<file path="src/rtl/nav_pkg.sv">
// Shared opcodes, one-hot selector codes and FSM state encoding for the
// navigation mode sequencer and its datapath selectors.
package nav_pkg;

  localparam logic [2:0] OP_NOP      = 3'd0;
  localparam logic [2:0] OP_ZERO_POS = 3'd1;
  localparam logic [2:0] OP_HALT     = 3'd2;
  localparam logic [2:0] OP_ATTACK   = 3'd3;
  localparam logic [2:0] OP_DEFENSE  = 3'd4;
  localparam logic [2:0] OP_STEALTH  = 3'd5;
  localparam logic [2:0] OP_WARP     = 3'd6;
  localparam logic [2:0] OP_RSVD     = 3'd7;

  localparam logic [3:0] MODE_HALT    = 4'b0001;
  localparam logic [3:0] MODE_ATTACK  = 4'b0010;
  localparam logic [3:0] MODE_DEFENSE = 4'b0100;
  localparam logic [3:0] MODE_STEALTH = 4'b1000;

  localparam logic [3:0] POS_RESET  = 4'b0001;
  localparam logic [3:0] POS_NORMAL = 4'b0010;
  localparam logic [3:0] POS_WARP   = 4'b0100;

  typedef enum logic [2:0] {
    ST_INIT     = 3'd0,
    ST_CRUISE   = 3'd1,
    ST_ZERO     = 3'd2,
    ST_CHARGE   = 3'd3,
    ST_JUMP     = 3'd4,
    ST_COOLDOWN = 3'd5
  } nav_state_e;

  // Position selector is a pure function of the phase; 1000 is unreachable.
  function automatic logic [3:0] pos_for_state(input nav_state_e s);
    case (s)
      ST_INIT, ST_ZERO: return POS_RESET;
      ST_JUMP:          return POS_WARP;
      default:          return POS_NORMAL;
    endcase
  endfunction

endpackage

</file>
<file path="src/rtl/nav_phase_counter.sv">
// Loadable down-counter timing the warp CHARGE and COOLDOWN phases.
// Saturates at zero; zero flag is decoded from the register.
module nav_phase_counter #(
  parameter int CNT_W = 8
) (
  input  logic             clk,
  input  logic             rst,
  input  logic             load,
  input  logic [CNT_W-1:0] load_val,
  input  logic             dec,
  output logic             cnt_zero
);

  logic [CNT_W-1:0] cnt_d, cnt_q;

  always_comb begin
    cnt_d = cnt_q;
    if (load) begin
      cnt_d = load_val;
    end else if (dec && (cnt_q != '0)) begin
      cnt_d = cnt_q - 1'b1;
    end
  end

  // NOTE: sequential state uses non-blocking assignments so every flop samples
  // pre-edge values regardless of process evaluation order.
  always_ff @(posedge clk or posedge rst) begin
    if (rst) begin
      cnt_q <= '0;
    end else begin
      cnt_q <= cnt_d;
    end
  end

  assign cnt_zero = (cnt_q == '0);

endmodule

</file>
<file path="src/rtl/nav_mode_sequencer.sv">
// Control FSM driving the one-hot mode/position selectors of the spatial
// position datapath; accepts pilot commands and sequences warps.
module nav_mode_sequencer
  import nav_pkg::*;
#(
  parameter int WARP_CHARGE = 8,
  parameter int WARP_COOL   = 4,
  parameter int CNT_W       = 8
) (
  input  logic       clk,
  input  logic       rst,
  input  logic       cmd_valid,
  input  logic [2:0] cmd_op,
  output logic       cmd_ready,
  input  logic       warp_abort,
  output logic [3:0] mode_selector,
  output logic [3:0] pos_selector,
  output logic       warp_active,
  output logic       cmd_err,
  output logic [2:0] phase
);

  localparam logic [CNT_W-1:0] CHARGE_LOAD = CNT_W'(WARP_CHARGE - 1);
  localparam logic [CNT_W-1:0] COOL_LOAD   = CNT_W'(WARP_COOL - 1);

  nav_state_e       state_d, state_q;
  logic [3:0]       mode_d, mode_q;
  logic [3:0]       pos_d, pos_q;
  logic             cmd_ready_d, cmd_ready_q;
  logic             warp_active_d, warp_active_q;
  logic             cmd_err_d, cmd_err_q;
  logic             cnt_load, cnt_dec, cnt_zero;
  logic [CNT_W-1:0] cnt_load_val;
  logic             accept;

  nav_phase_counter #(.CNT_W(CNT_W)) u_phase_counter (
    .clk      (clk),
    .rst      (rst),
    .load     (cnt_load),
    .load_val (cnt_load_val),
    .dec      (cnt_dec),
    .cnt_zero (cnt_zero)
  );

  assign accept = cmd_valid && cmd_ready_q;

  // NOTE: every signal written here gets a default first, so no path through
  // the case statements can leave a value unassigned and infer a latch.
  always_comb begin
    state_d      = state_q;
    mode_d       = mode_q;
    cmd_err_d    = 1'b0;
    cnt_load     = 1'b0;
    cnt_load_val = CHARGE_LOAD;
    cnt_dec      = 1'b0;

    case (state_q)
      ST_INIT: state_d = ST_CRUISE;
      ST_CRUISE: begin
        if (accept) begin
          case (cmd_op)
            OP_NOP:      ;
            OP_ZERO_POS: state_d = ST_ZERO;
            OP_HALT:     mode_d  = MODE_HALT;
            OP_ATTACK:   mode_d  = MODE_ATTACK;
            OP_DEFENSE:  mode_d  = MODE_DEFENSE;
            OP_STEALTH:  mode_d  = MODE_STEALTH;
            OP_WARP: begin
              if (mode_q == MODE_STEALTH) begin
                cmd_err_d = 1'b1;
              end else begin
                state_d  = ST_CHARGE;
                cnt_load = 1'b1;
              end
            end
            default:     cmd_err_d = 1'b1;
          endcase
        end
      end
      ST_ZERO: state_d = ST_CRUISE;
      ST_CHARGE: begin
        cnt_dec = 1'b1;
        // Abort wins over the count expiring and skips cooldown entirely.
        if (warp_abort) begin
          state_d = ST_CRUISE;
        end else if (cnt_zero) begin
          state_d = ST_JUMP;
        end
      end
      ST_JUMP: begin
        state_d      = ST_COOLDOWN;
        cnt_load     = 1'b1;
        cnt_load_val = COOL_LOAD;
      end
      ST_COOLDOWN: begin
        cnt_dec = 1'b1;
        if (cnt_zero) begin
          state_d = ST_CRUISE;
        end
      end
      default: state_d = ST_INIT;
    endcase

    // Outputs are decoded from the next state so they leave the flops aligned
    // with the phase they describe.
    pos_d         = pos_for_state(state_d);
    cmd_ready_d   = (state_d == ST_CRUISE);
    warp_active_d = (state_d == ST_CHARGE) || (state_d == ST_JUMP);
  end

  always_ff @(posedge clk or posedge rst) begin
    if (rst) begin
      state_q       <= ST_INIT;
      mode_q        <= MODE_HALT;
      pos_q         <= POS_RESET;
      cmd_ready_q   <= 1'b0;
      warp_active_q <= 1'b0;
      cmd_err_q     <= 1'b0;
    end else begin
      state_q       <= state_d;
      mode_q        <= mode_d;
      pos_q         <= pos_d;
      cmd_ready_q   <= cmd_ready_d;
      warp_active_q <= warp_active_d;
      cmd_err_q     <= cmd_err_d;
    end
  end

  assign mode_selector = mode_q;
  assign pos_selector  = pos_q;
  assign cmd_ready     = cmd_ready_q;
  assign warp_active   = warp_active_q;
  assign cmd_err       = cmd_err_q;
  assign phase         = state_q;

endmodule
</file>
<file path="config.mk">
export PLATFORM = sky130hd
export DESIGN_NAME = nav_mode_sequencer
export DESIGN_NICKNAME = d
export VERILOG_FILES = /design/src/rtl/nav_pkg.sv /design/src/rtl/nav_phase_counter.sv /design/src/rtl/nav_mode_sequencer.sv
export SDC_FILE = /design/constraint.sdc
export NUM_CORES = 1
export LEC_CHECK = 0
export ABC_AREA = 1
export BUFFER_PORTS_ARGS = -buffer_cell sky130_fd_sc_hd__buf_4
export CORE_MARGIN = 4
export CORE_UTILIZATION = 55
export CTS_BUF_LIST = sky130_fd_sc_hd__clkbuf_8
export DETAILED_ROUTE_END_ITERATION = 8
export PLACE_DENSITY = 0.79
export SLEW_MARGIN = 20
export SYNTH_ARGS = -nofsm -noshare
export SYNTH_HDL_FRONTEND = slang
export SYNTH_SLANG_ARGS = --single-unit
</file>
<file path="constraint.sdc">
create_clock -name clk -period 4.4 [get_ports clk]
set_clock_uncertainty 0.1 [all_clocks]
set_input_delay 0.22 -clock clk [delete_from_list [all_inputs] [get_ports clk]]
set_output_delay 0.22 -clock clk [all_outputs]
set_load 0.01 [all_outputs]
</file>
# Word level (Yosys, flattened, before mapping)
# Cells that the tools add are included.
# word_totals
reg_bits	22
output_inout_bits	14
# classes
addsub	1
n_eq_ne	16
muxes	21
n_reduce_logical	15
# ops
op	n
3-bit by 2-bit == test with 1-bit output, second input constant	6
3-bit == test, second input constant	6
3-bit two-way mux	6
8-bit two-way mux	2
4-bit case mux with 4 select lines	1
3-bit case mux with 5 select lines	1
3-bit case mux with 2 select lines	2
3-bit by 1-bit == test with 1-bit output, second input constant	3
3-bit logical NOT	3
8-bit logical NOT	1
8-bit nonzero test	1
8-bit by 1-bit subtractor with 8-bit output, second input constant	1
1-bit two-way mux	7
2-bit OR reduction	3
6-bit OR reduction	1
4-bit == test, second input constant	1
1-bit case mux with 2 select lines	2
4-bit nonzero test	1
3-bit AND reduction	1
1-bit logical AND	2
2-bit nonzero test	1
1-bit logical OR	1

# Depth between registers and ports, before layout
# logic_depth
ltp_word	8
ltp_mapped	10
ltp_nobuf	10

# Hierarchy
# A second synthesis with hierarchy kept.
# unflattened
cells_unflattened	173
hier_area_um2	1330.0
# by_module_without_submodules
mod	n_inst	cells_per_inst	area_per_inst_um2	seq_area_each_um2
nav_mode_sequencer	1	82	696.9	327.8
nav_phase_counter	1	91	633.1	200.2

# Worst setup path after synthesis
# OpenSTA, ideal clock, no wires.
# synth_timing
path_type	register to register
startpoint	register u_phase_counter.cnt_q[0]
endpoint	register u_phase_counter.cnt_q[3]
setup_time_ns	0.118
arrival_ns	1.253
required_time_ns	4.182
setup_slack_ns	2.929
stages_incl_launch_ff	10
period_less_slack_ns	1.471
path_cell_list	dfrtp_1 > inv_1 > ha_1 > nand2_1 > nor2_1 > nand2_1 > o21ai_4 > inv_2 > nand3b_1 > nand2_1
# synth_via
elab_chain_cells	3
elab_cells_between_ends	6
cone_classes	add/sub: 1; mux: 2; reduce/logical: 3
# synth_lines
item	line_no	text
from (decl)	nav_phase_counter.sv:14	logic [CNT_W-1:0] cnt_d, cnt_q;
from (signal assigned)	nav_phase_counter.sv:31	cnt_q <= cnt_d;
8-bit by 1-bit subtractor with 8-bit output / 8-bit nonzero test (equally long branches)	nav_phase_counter.sv:21, nav_phase_counter.sv:20	
8-bit two-way mux / 1-bit logical AND (equally long branches)	nav_phase_counter.sv:20	end else if (dec && (cnt_q != '0)) begin
8-bit two-way mux / 2-bit nonzero test (equally long branches)	-	
# Parallel ways exist; a longest one is shown, timed or not. The select of a mux whose other input is x is not followed.
# A chain may end at the register's enable or synchronous reset.

# Final worst setup path
# layout_timing
startpoint	register u_phase_counter.cnt_q[0]
endpoint	register u_phase_counter.cnt_q[0]
# Same word-level chain as after synthesis.

==> impl_metrics.yaml <==
power_and_ir_drop:
  total_power_uw: 768
  power_leakage_nw: 0.782
  p_per_area_mw_per_mm2: 545
  ir_worst_vdd_v: 0.000410
grt:
  grt_max_degree: 22
  grt_usage_pct: 17.4
  grt_pass1_wl_um: 3770
  grt-ovfl-total: 0
  grt_pass1_vias: 896
  antenna_found_initial: 0
sta:
  rsz0062_at_grt: "no"
  fmax_mhz: 612
  holdWs_ns: 0.00439
  final_hold_viol_count: 0
  period_needed_ns: 1.63
  drv_slew: 0
  slew-limit-headroom_pct: 48.1
  worstMarginPinSlew_ns: 0.778
  fin_tns_setup_ns: 0
  setup_ws_ns: 2.77
  setup-violations-final: 0
  post-route-period-util_pct: 37.1
logic_synthesis:
  yosysWarnings: 0
  netlist.area_leader.share_pct: 39.5
  synth_top_area_cell: "dfrtp_1"
  seq_area_frac_synth_pct: 43.8
  synth_edf_count: 0
  postSynthCellCount: 156
  synthFlopType: "dfrtp_1"
  synth_cell_types: 24
  ys_ff_latch: 21
  synth_nets: 167
  synthTopCellsByCount: "nand2_1, nor2_1, inv_1"
  yosysMostFrequentCell: "nand2_1"
  synthesis.area_mm2: 0.00120
  avgSynthCellArea_um2: 7.72
  async_reset_ff_share_pct: 100
  synth_area_leaders: "dfrtp_1, nand2_1, nand3_1"
cts:
  cts_post_setup_buffers_inserted: 0
  ctsHtreeMaxLevel: 1
  cts-resized-gates: 0
  clk_pin_slew_ns: 0.08
  cts_sinks: 21
  cts_buffers: 3
  cts_root_buf: "clkbuf_8"
  cts_tree: "yes"
  clk_path_buf_depth: 2
  clock_latency_ns: 0.26
  postCtsHoldBufs: 0
worst_setup_path:
  critPathTopFamily: "simple AND/OR/NAND/NOR gates"
  crit_chain: "inv_1 > ha_1 > nand2_1 > nor2_1 > nand2_1 > o21ai_4 > inv_2 > nand2_1 > nand3_1"
  cpPeakStageDelay_ns: 0.38
  path_common_cell: "nand2_1"
  critPathKind: "flop to flop"
  arrival_ns: 1.66
  crit_path_top_delay_cell: "dfrtp_1"
  cp_num_buf_inv: 2
  crit_fanout: 10
  start_kind: "flop"
  r2r_slack_ns: 2.77
  required_ns: 4.43
  endpoint_kind: "flop"
routing:
  dr.first_iter.drc_count: 11
  vias: 1033
  drc: 0
  antenna_left: 0
  vias_per_cell: 5.06
  wl_per_cell_um: 10.9
  drt_wl_total_um: 2230
  firstDrtPassIters: 5
die:
  rows: 16
  die_area_mm2: 0.00300
  die_w_um: 54.8
  ios: 21
  die_h_um: 54.8
  core-area_mm2: 0.00202
  start_util_pct: 59.6
cells_and_area:
  final_cells: 204
  drive_gt1_share_pct: 20.9
  final_area_mm2: 0.00141
  nets: 189
  utilization_pct: 69.6
  syn2layout_area_growth_pct: 16.8
  diodes: 0
run_status:
  outcome: "completed"
placement:
  place_area_mm2: 0.00136
  hpwl_um: 1750
  dp_cells: 200
  gp_congestion: 0.840
  portBuffers: 19
  dp_slack_ns: 2.77
run:
  max_cap_violations: 0
min_path:
  hold_class: "input pin to asynchronous set/reset pin"
path summary, 6_finish.rpt:
kind | start | endpoint | cells past startpoint
min | rst | cmd_err | 2
min in group clk | warp_abort | pos_selector[2] | 4
max | u_phase_counter.cnt_q[0] | u_phase_counter.cnt_q[0] | 9
min reg2reg | u_phase_counter.cnt_q[0] | u_phase_counter.cnt_q[0] | 2
max reg2reg | u_phase_counter.cnt_q[0] | u_phase_counter.cnt_q[0] | 9
max in group asynchronous | rst | u_phase_counter.cnt_q[2] | 2
report_power, final:
| part | internal [mW] | total (mW) | switching (mW) |
|---|---|---|---|
| Clock | 0.0620 | 0.120 | 0.0583 |
| Sequential | 0.255 | 0.304 | 0.0499 |
| Combinational | 0.143 | 0.343 | 0.200 |
| Total | 0.459 | 0.768 | 0.308 |
worst register-to-register path, stage by stage (launching register included):
cell and delay [ns]:
dfrtp_1 0.38, inv_1 0.15, ha_1 0.19, nand2_1 0.05
nor2_1 0.12, nand2_1 0.12, o21ai_4 0.14, inv_2 0.12
nand2_1 0.07, nand3_1 0.06
cell type report:
type                       count  area (um2)
fill                         176         614
multi-input combinational    109         568
sequential                    21         528
timing repair buffer          19         143
inverter                      24        90.1
clock buffer                   3        41.3
tap                           27        33.8
clock inverter                 1        3.75
layer usage:
metal / track usage (%) / share of wire [%]
met1: 23.7 / 47
met2: 27.2 / 48
met3: 3.00 / 4.0
met4: 7.05 / 1.0
met5: 0 / 0
sequential cells by signal, summed over array words and instances (netlist names):
register and flops:
cmd_err 1, cmd_ready 1, u_phase_counter.cnt_q 8, mode_selector 4, pos_selector 3, warp_active 1
phase 3
cells by family after synthesis:
kind of cell / count (synthesis) / synth area share (%)
AND/OR/NAND/NOR: 92 / 35.2
adder cells (fa/ha/maj): 4 / 4.15
flip-flops: 21 / 43.8
XOR/XNOR: 4 / 2.91
other: 1 / 0.311
AO/OA/AOI/OAI: 8 / 4.57
buffers and inverters: 26 / 9.03
layout by cell type, fill, tap and decap left out, types with 3 or more instances in the layout:
| master | count |
|---|---|
| buf_4 | 19 |
| clkbuf_8 | 3 |
| dfrtp_1 | 19 |
| ha_1 | 4 |
| inv_1 | 22 |
| inv_2 | 3 |
| nand2_1 | 36 |
| nand3_1 | 18 |
| nand3b_1 | 3 |
| nor2_1 | 22 |
| nor2_2 | 4 |
| nor2_4 | 3 |
| o21ai_0 | 3 |
| xor2_1 | 3 |
Power figures use the tool's default switching activity.
